$ cat config.mk
export PLATFORM = sky130hd
export DESIGN_NAME = calc_alu_sequencer_flat
export DESIGN_NICKNAME = d
export VERILOG_FILES = /design/src/rtl/calc_alu_sequencer_if.sv /design/src/rtl/calc_alu_sequencer.sv /design/src/flat_wrapper.sv
export SDC_FILE = /design/constraint.sdc
export NUM_CORES = 1
export LEC_CHECK = 0
export BUFFER_PORTS_ARGS = -buffer_cell sky130_fd_sc_hd__buf_2
export CORE_ASPECT_RATIO = 0.8
export CORE_MARGIN = 1
export CORE_UTILIZATION = 50
export DETAILED_ROUTE_END_ITERATION = 12
export MAX_ROUTING_LAYER = met4
export PLACE_DENSITY = 0.71
export REMOVE_ABC_BUFFERS = 1
export SLEW_MARGIN = 0
export SYNTH_ARGS = -nofsm -noshare
export SYNTH_HDL_FRONTEND = slang
export SYNTH_SLANG_ARGS = --single-unit
$ cat constraint.sdc
create_clock -name clk -period 5.7 [get_ports clk]
set_input_delay 0.57 -clock clk [delete_from_list [all_inputs] [get_ports clk]]
set_output_delay 0.57 -clock clk [all_outputs]
set_load 0.01 [all_outputs]
$ cat src/rtl/calc_alu_sequencer_if.sv
// Request/response handshake bundle between the calculator front end and the ALU sequencer.
interface calc_alu_sequencer_if #(
    parameter int WIDTH = 32
);
    logic             req_valid;
    logic             req_ready;
    logic [2:0]       req_op;
    logic [WIDTH-1:0] req_a;
    logic [WIDTH-1:0] req_b;
    logic             resp_valid;
    logic             resp_ready;
    logic [WIDTH-1:0] resp_result;
    logic             resp_err;

    modport master (
        output req_valid, req_op, req_a, req_b, resp_ready,
        input  req_ready, resp_valid, resp_result, resp_err
    );

    modport slave (
        input  req_valid, req_op, req_a, req_b, resp_ready,
        output req_ready, resp_valid, resp_result, resp_err
    );
endinterface

$ cat src/rtl/calc_alu_sequencer.sv
// Multi-cycle ALU: one-cycle pass/add/sub, shift-add multiply, and a restoring divider
// that is present only when CALC_ALU_SEQ_DIV_EN is defined (otherwise opcode 100 is illegal).
module calc_alu_sequencer #(
    parameter int WIDTH = 32
) (
    input  logic                clk,
    input  logic                rst,
    input  logic                clr,
    calc_alu_sequencer_if.slave bus,
    output logic                busy
);
    localparam int CW = $clog2(WIDTH);

`ifdef CALC_ALU_SEQ_DIV_EN
    localparam bit DIV_EN = 1'b1;
`else
    localparam bit DIV_EN = 1'b0;
`endif

    typedef enum logic [2:0] {IDLE, SIMPLE, MUL, DIV, DIVFIX, DONE} state_t;

    state_t           state, state_next;
    logic [2:0]       op;
    logic [WIDTH-1:0] a, b;
    logic             neg;
    logic [WIDTH-1:0] hi, lo, mc;
    logic [CW-1:0]    cnt;
    logic [WIDTH-1:0] result;
    logic             err;
    logic             last;
    logic [WIDTH-1:0] mul_sum;

    function automatic logic [WIDTH-1:0] mag(input logic [WIDTH-1:0] x);
        return x[WIDTH-1] ? -x : x;
    endfunction

    assign last    = (cnt == CW'(WIDTH - 1));
    assign mul_sum = hi + (lo[0] ? mc : '0);

`ifdef CALC_ALU_SEQ_DIV_EN
    // Trial subtraction of the divisor from the shifted remainder; the top bit is the borrow.
    logic [WIDTH:0] div_diff;
    assign div_diff = {hi, lo[WIDTH-1]} - {1'b0, mc};
`endif

    always_ff @(posedge clk or negedge rst) begin
        if (!rst) state <= IDLE;
        else      state <= state_next;
    end

    always_comb begin
        state_next = state;
        case (state)
            IDLE: begin
                if (bus.req_valid) begin
                    if (bus.req_op == 3'b101)                state_next = MUL;
                    else if (bus.req_op == 3'b100 && DIV_EN) state_next = DIV;
                    else                                     state_next = SIMPLE;
                end
            end
            SIMPLE:  state_next = DONE;
            MUL:     if (last) state_next = DONE;
`ifdef CALC_ALU_SEQ_DIV_EN
            DIV: begin
                if (b == '0)   state_next = DONE;
                else if (last) state_next = DIVFIX;
            end
            DIVFIX:  state_next = DONE;
`endif
            DONE:    if (bus.resp_ready) state_next = IDLE;
            default: state_next = IDLE;
        endcase
        if (clr) state_next = IDLE;
    end

    always_ff @(posedge clk or negedge rst) begin
        if (!rst) begin
            op     <= '0;
            a      <= '0;
            b      <= '0;
            neg    <= 1'b0;
            hi     <= '0;
            lo     <= '0;
            mc     <= '0;
            cnt    <= '0;
            result <= '0;
            err    <= 1'b0;
        end else if (clr) begin
            result <= '0;
            err    <= 1'b0;
            cnt    <= '0;
        end else begin
            case (state)
                IDLE: begin
                    if (bus.req_valid) begin
                        op  <= bus.req_op;
                        a   <= bus.req_a;
                        b   <= bus.req_b;
                        neg <= bus.req_a[WIDTH-1] ^ bus.req_b[WIDTH-1];
                        hi  <= '0;
                        cnt <= '0;
                        // Multiply: mc = multiplicand, lo = multiplier. Divide: lo = dividend, mc = divisor.
                        if (bus.req_op == 3'b101) begin
                            mc <= mag(bus.req_a);
                            lo <= mag(bus.req_b);
                        end else begin
                            lo <= mag(bus.req_a);
                            mc <= mag(bus.req_b);
                        end
                    end
                end
                SIMPLE: begin
                    err <= 1'b0;
                    case (op)
                        3'b000, 3'b001: result <= b;
                        3'b010:         result <= a + b;
                        3'b011:         result <= a - b;
                        default: begin
                            result <= '0;
                            err    <= 1'b1;
                        end
                    endcase
                end
                MUL: begin
                    hi  <= mul_sum;
                    mc  <= mc << 1;
                    lo  <= lo >> 1;
                    cnt <= cnt + CW'(1);
                    if (last) begin
                        result <= neg ? -mul_sum : mul_sum;
                        err    <= 1'b0;
                    end
                end
`ifdef CALC_ALU_SEQ_DIV_EN
                DIV: begin
                    if (b == '0) begin
                        result <= '0;
                        err    <= 1'b1;
                    end else begin
                        hi  <= div_diff[WIDTH] ? {hi[WIDTH-2:0], lo[WIDTH-1]} : div_diff[WIDTH-1:0];
                        lo  <= {lo[WIDTH-2:0], ~div_diff[WIDTH]};
                        cnt <= cnt + CW'(1);
                    end
                end
                DIVFIX: begin
                    result <= neg ? -lo : lo;
                    err    <= 1'b0;
                end
`endif
                default: ;
            endcase
        end
    end

    assign bus.req_ready   = (state == IDLE);
    assign bus.resp_valid  = (state == DONE);
    assign bus.resp_result = result;
    assign bus.resp_err    = err;
    assign busy            = (state != IDLE);
endmodule

$ cat src/flat_wrapper.sv
// flat-port wrapper written by rule: the top's interface ports become plain ports
module calc_alu_sequencer_flat 
#(
    parameter int WIDTH = 32
)
  (clk, rst, clr, busy, bus_req_valid, bus_req_op, bus_req_a, bus_req_b, bus_resp_ready, bus_req_ready, bus_resp_valid, bus_resp_result, bus_resp_err);
  calc_alu_sequencer_if #(.WIDTH(WIDTH)) bus_i ();
  input  logic clk;
  input  logic rst;
  input  logic clr;
  output logic busy;
  input wire logic [$bits(bus_i.req_valid)-1:0] bus_req_valid;
  input wire logic [$bits(bus_i.req_op)-1:0] bus_req_op;
  input wire logic [$bits(bus_i.req_a)-1:0] bus_req_a;
  input wire logic [$bits(bus_i.req_b)-1:0] bus_req_b;
  input wire logic [$bits(bus_i.resp_ready)-1:0] bus_resp_ready;
  output wire logic [$bits(bus_i.req_ready)-1:0] bus_req_ready;
  output wire logic [$bits(bus_i.resp_valid)-1:0] bus_resp_valid;
  output wire logic [$bits(bus_i.resp_result)-1:0] bus_resp_result;
  output wire logic [$bits(bus_i.resp_err)-1:0] bus_resp_err;
  assign bus_i.req_valid = bus_req_valid;
  assign bus_i.req_op = bus_req_op;
  assign bus_i.req_a = bus_req_a;
  assign bus_i.req_b = bus_req_b;
  assign bus_i.resp_ready = bus_resp_ready;
  assign bus_req_ready = bus_i.req_ready;
  assign bus_resp_valid = bus_i.resp_valid;
  assign bus_resp_result = bus_i.resp_result;
  assign bus_resp_err = bus_i.resp_err;
  calc_alu_sequencer #(.WIDTH(WIDTH)) u_core (.clk(clk), .rst(rst), .clr(clr), .bus(bus_i), .busy(busy));
endmodule
### Yosys cells after proc, flatten, opt, wreduce, memory -nomap -nowiden

Index checks and enable logic that the tools add are counted.
W data, S select, Z words.

* register bits after elaboration: 205
* output and inout bits: 36
* bits of input ports: 72

* equal/unequal tests: 12
* reductions and logical operators: 13
* bitwise gates (word level): 2
* add/subtract/negate cells: 7
* muxes and demuxes: 29

Operator list (count)
* $mux W32: 11
* $pmux W32 S2: 4
* $neg A32 Y32: 3
* $pmux W32 S3: 1
* $add A32 B32 Y32: 2
* $sub A32 B32 Y32: 1
* $mux W3: 4
* $pmux W3 S4: 1
* $mux W5: 2
* $pmux W5 S2: 1
* $eq A3 B2 Y1 const B: 3
* $reduce_and A3 Y1: 3
* $reduce_bool A3 Y1: 3
* $eq A3 B1 Y1 const B: 2
* $eq A3 B3 Y1 const B: 2
* $logic_not A3 Y1: 2
* $ne A3 B3 Y1 const B: 2
* $add A5 B1 Y5 const B: 1
* $eq A5 B5 Y1 const B: 1
* $reduce_and A2 Y1: 2
* $reduce_or A4 Y1: 1
* $mux W1: 3
* $ne A3 B2 Y1 const B: 1
* $mux W2: 1
* 6 further kinds: 6

### Longest topological paths before layout

* word-level depth: 7
* mapped depth: 22

### Least setup slack after synthesis

Ideal clock, no wire load.

* path kind: flip-flop to flip-flop
* start point: register u_core.b[4]
* end point: register u_core.result[29] (netlist: u_core.bus.resp_result[29])
* required time: 5.631 ns
* arrival time: 4.636 ns
* period minus slack after synthesis: 4.705 ns
* setup slack: 0.995 ns
* stages on the path, launching flop included: 20
* cell sequence: dfrtp_1 or3_1 or2_2 or3_1 or2_2 or3_1 o31ai_1 xor2_1 ha_1 a21o_1 a21o_1 a21o_1 a2bb2oi_1 o21ai_0 a311oi_1 xnor2_1 mux2i_1 or3_1 o21ai_0 a32o_1

* word-level cells in the longest chain between the ends: 4
* elaborated cells on any way between the ends: 5
* classes of those cells: 2 x add/sub; 3 x mux

RTL lines
* start, declared: RTL line calc_alu_sequencer.sv:24 `logic [WIDTH-1:0] a, b;`
* start signal, assigned: RTL line calc_alu_sequencer.sv:98 `b <= bus.req_b;`
* $sub A32 B32 Y32 / $add A32 B32 Y32 (equally long branches): RTL line calc_alu_sequencer.sv:117, calc_alu_sequencer.sv:116
* $pmux W32 S3 (*): RTL line calc_alu_sequencer.sv:114 `case (op)`
* $pmux W32 S2 (*): RTL line calc_alu_sequencer.sv:93 `case (state)`
* $mux W32 (*): RTL line calc_alu_sequencer.sv:88 `end else if (clr) begin`
* end signal, assigned: RTL line calc_alu_sequencer.sv:116 `3'b010: result <= a + b;`
* end signal, assigned: RTL line calc_alu_sequencer.sv:117 `3'b011: result <= a - b;`
* end signal, assigned: RTL line calc_alu_sequencer.sv:130 `result <= neg ? -mul_sum : mul_sum;`
* end, declared: RTL line calc_alu_sequencer.sv:28 `logic [WIDTH-1:0] result;`

Every way passes the cells marked *; elsewhere a longest branch is shown, timed or not.
A chain may end at the register's enable or synchronous reset.

### Worst setup path in the final report

Same ends and word-level chain as after synthesis.

==> impl_results.rst <==
.. list-table::
   :header-rows: 1

   * - Metric
     - Value
   * - Clock latency on the worst-skew pair
     - 0.53 ns
   * - Reg-to-reg setup timing slack
     - 0.51 ns
   * - Ports placed on the boundary
     - 108
   * - Number of port buffers
     - 107
   * - Final hold violation count
     - 0
   * - Setup repair after global routing missed its margin
     - false
   * - Combined global-route utilization of all metal layers
     - 29.8%
   * - Number of maximum-capacitance violations
     - 0
   * - Buffer type at the clock tree root
     - clkbuf_16
   * - Clock tree from TritonCTS
     - built
   * - Pin slew with the least headroom to its limit
     - 1.14 ns
   * - Distinct cell type count after synthesis
     - 82
   * - Placed wire-length estimate after detailed placement
     - 34,200 um
   * - Residual antenna-violating net count after detailed routing
     - 0
   * - FF-to-FF End
     - u_core.bus.resp_result[29]$_DFFE_PN0P_
   * - Vias per cell
     - 6.20
   * - Crit path time final
     - 5.19 ns
   * - Post-detailed-route wirelength per cell
     - 20.2 um
   * - CP Max Fanout
     - 5
   * - Number of gates resized after cts
     - 0
   * - First DRT Iteration DRCs
     - 1,336
   * - Antenna violations before repair
     - 1
   * - Worst Path Class, Setup
     - flip-flop to flip-flop
   * - Number of vias in the routed layout
     - 14,100
   * - Clock input transition at the sequential cells of the worst setup and hold paths
     - 0.06 ns
   * - EDFF count, synth
     - 0
   * - Pwr per Cell Area
     - 423 nW/um^2
   * - Commonest cells post-synth
     - dfrtp_1 (205), o21ai_0 (186), nor2_1 (155)
   * - Post-synthesis instance area
     - 15,500 um^2
   * - Die span in y
     - 160 um
   * - Final weighted congestion in routability-driven placement
     - 0.939
   * - Initial core utilization
     - 51.0%
   * - Via count of the first global-routing pass
     - 13,000
   * - H-tree level count
     - 1
   * - Critical Path Sink Type
     - flip-flop
   * - Overall routed net length
     - 45,900 um
   * - Launching point of the worst reg2reg path
     - u_core.b[4]$_DFFE_PN0P_
   * - Static Leak
     - 7.63 nW
   * - DRT Pass-1 Iters
     - 5
   * - Highest achievable clock rate
     - 193 MHz
   * - Total negative setup slack
     - 0 ns
   * - Flip-flop cell with the highest count after synthesis
     - dfrtp_1
   * - Outcome
     - finished clean
   * - Count of mapped cells out of synthesis
     - 1,798
   * - R2R cell count
     - 18
   * - Biggest area consumer among synthesized cells
     - dfrtp_1
   * - Pin count of the biggest net entering global routing
     - 108
   * - Worst relative slew slack
     - 23.7%
   * - Remaining DRCs
     - 0
   * - Die area
     - 31,800 um^2
   * - Cts-stage hold buffer count
     - 0
   * - Number of synthesized register bits
     - 205
   * - Number of standard-cell rows in the floorplan
     - 57
   * - Setup crit start kind
     - flip-flop
   * - Most repeated cell in the gate-level netlist after synthesis
     - dfrtp_1
   * - Proportion of layout cells with a drive suffix above 1
     - 14.3%
   * - # setup viols final
     - 0
   * - Global route total overflow
     - 0
   * - Top area cells in the synthesized netlist
     - dfrtp_1 (33%), o21ai_0 (6.0%), ha_1 (5.5%), xnor2_1 (5.0%), mux2_2 (4.6%)
   * - Total clock buffers created by CTS
     - 24
   * - Final Skew
     - 0.00716 ns
   * - Syn avg cell area
     - 8.63 um^2
   * - ANT cells
     - 0
   * - Floorplan Core Area
     - 30,500 um^2
   * - Final design utilization
     - 56.2%
   * - Worst supply voltage drop on vdd
     - 0.000271 V
   * - Synth-to-Final Area Change
     - 10.2%
   * - Post-CTS setup buffer count
     - 0
   * - Required time at the worst-slack endpoint
     - 6.16 ns
   * - Worst hold-check path type
     - primary input to asynchronous set/reset pin
   * - FFs w/ async S/R, synth
     - 100%
   * - Wire length of the first global-routing pass
     - 72,400 um
   * - Arrival time at the worst endpoint
     - 5.65 ns
   * - Synth Warn #
     - 0
   * - Fraction of post-synthesis cell area in the top cell type by area
     - 33.1%
   * - Final count of pins violating max slew
     - 0
   * - Fraction of the yosys area taken by sequential cells
     - 33.1%
   * - Final worst-path cycle share
     - 91.0%
   * - Horizontal die dimension
     - 199 um
   * - Max Root-Sink Buffers
     - 3
   * - Clock Sinks
     - 205
   * - Final nets
     - 1,984
## critical path, cell delays in order (launching register included)
cell and delay [ns]:
dfrtp_1 0.42, or3_1 0.39, or3_1 0.40, or3_1 0.39, or3_1 0.38, o41ai_1 0.65
nand2_1 0.15, xnor2_1 0.17, ha_1 0.34, and2_1 0.19, nand2_1 0.06, a2bb2oi_1 0.18
o21ai_0 0.14, a311oi_1 0.43, xnor2_1 0.17, mux2i_1 0.08, or3_1 0.31, o21ai_0 0.08
a32o_1 0.18
## layout by cell type (no fill, tap or decap), types with 32 or more instances in the layout
master,instances
a21oi_1,127
a211oi_1,32
nor2_1,155
buf_2,106
xnor2_1,88
dfrtp_1,204
a22oi_1,43
nand2_1,152
o21ai_0,186
mux2i_1,34
mux2_2,64
xor2_1,72
ha_1,68
and2_1,40
## kinds of logic (layout without fill, tap and decap cells)
logic type	after synthesis	in the layout	synth area share, %
XOR/XNOR	160	160	9.03
adder cells (fa/ha/maj)	70	70	5.74
buffers and inverters	137	198	3.78
flip-flops	205	205	33.1
AND/OR/NAND/NOR	530	530	16.8
multiplexers	98	98	6.84
AO/OA/AOI/OAI	598	598	24.8
## report_power, final
group / internal (mW) / switching [mW]
combinational: 1.52 / 1.98
sequential: 1.78 / 0.345
clock: 0.978 / 0.637
## registers in the layout, summed over array words and instances, names as in the netlist
register / cells
u_core.a: 32
u_core.b: 32
u_core.bus.resp_err: 1
u_core.bus.resp_result: 32
u_core.cnt: 5
u_core.hi: 32
u_core.lo: 32
u_core.mc: 32
u_core.neg: 1
u_core.op: 3
u_core.state: 3
## metrics by stage
stage / hold slack [ns] / instances / setup WS (ns) / area, um^2 / total power [mW]
6_report: 0.118 / 2272 / 0.512 / 17100 / 7.24
5_1_grt: 0.225 / 2272 / 0.0998 / 17100 / 7.71
4_1_cts: 0.195 / 2272 / 0.537 / 17100 / 7.20
3_5_place_dp: 0.471 / 2229 / 0.572 / 16300 / 5.54
3_3_place_gp: 0.468 / 2229 / 0.584 / 16300 / 5.50
2_1_floorplan: 0.274 / 1691 / 0.765 / 15000 / 4.61
## how the worst max path moves through the flow
| stage | start | endpoint | slack (ns) | depth (start not counted) |
|---|---|---|---|---|
| after global placement | u_core.b[2]$_DFFE_PN0P_ | u_core.bus.resp_result[29]$_DFFE_PN0P_ | 0.58 | 17 |
| after CTS | u_core.b[4]$_DFFE_PN0P_ | u_core.bus.resp_result[29]$_DFFE_PN0P_ | 0.54 | 18 |
| after detailed placement | u_core.b[4]$_DFFE_PN0P_ | u_core.bus.resp_result[29]$_DFFE_PN0P_ | 0.57 | 18 |
| final | u_core.b[4]$_DFFE_PN0P_ | u_core.bus.resp_result[29]$_DFFE_PN0P_ | 0.51 | 18 |
| after global routing | u_core.b[4]$_DFFE_PN0P_ | u_core.bus.resp_result[30]$_DFFE_PN0P_ | 0.1 | 15 |
| after floorplan | u_core.op[1]$_DFFE_PN0P_ | u_core.bus.resp_result[29]$_DFFE_PN0P_ | 0.76 | 16 |
## final cells by class
class,count,area [um^2]
Fill cell,2758,13300
Multi-Input combinational cell,1456,9820
Sequential cell,205,5130
Clock buffer,35,733
Timing Repair Buffer,125,704
Tap cell,413,517
Inverter,30,113
Clock inverter,8,95.1
## routing by layer
metal | part of all wire, % | routed length [um] | up-vias | global-route usage [%]
met5 | 0 | 0 | - | -
met4 | 1.7 | 782 | 0 | 6.05
met3 | 8.6 | 3940 | 51 | 4.51
met2 | 40 | 18600 | 595 | 40.1
met1 | 49 | 22600 | 6740 | 46.5
li1 | - | - | 6704 | -
(Power assumes the default switching activity.)
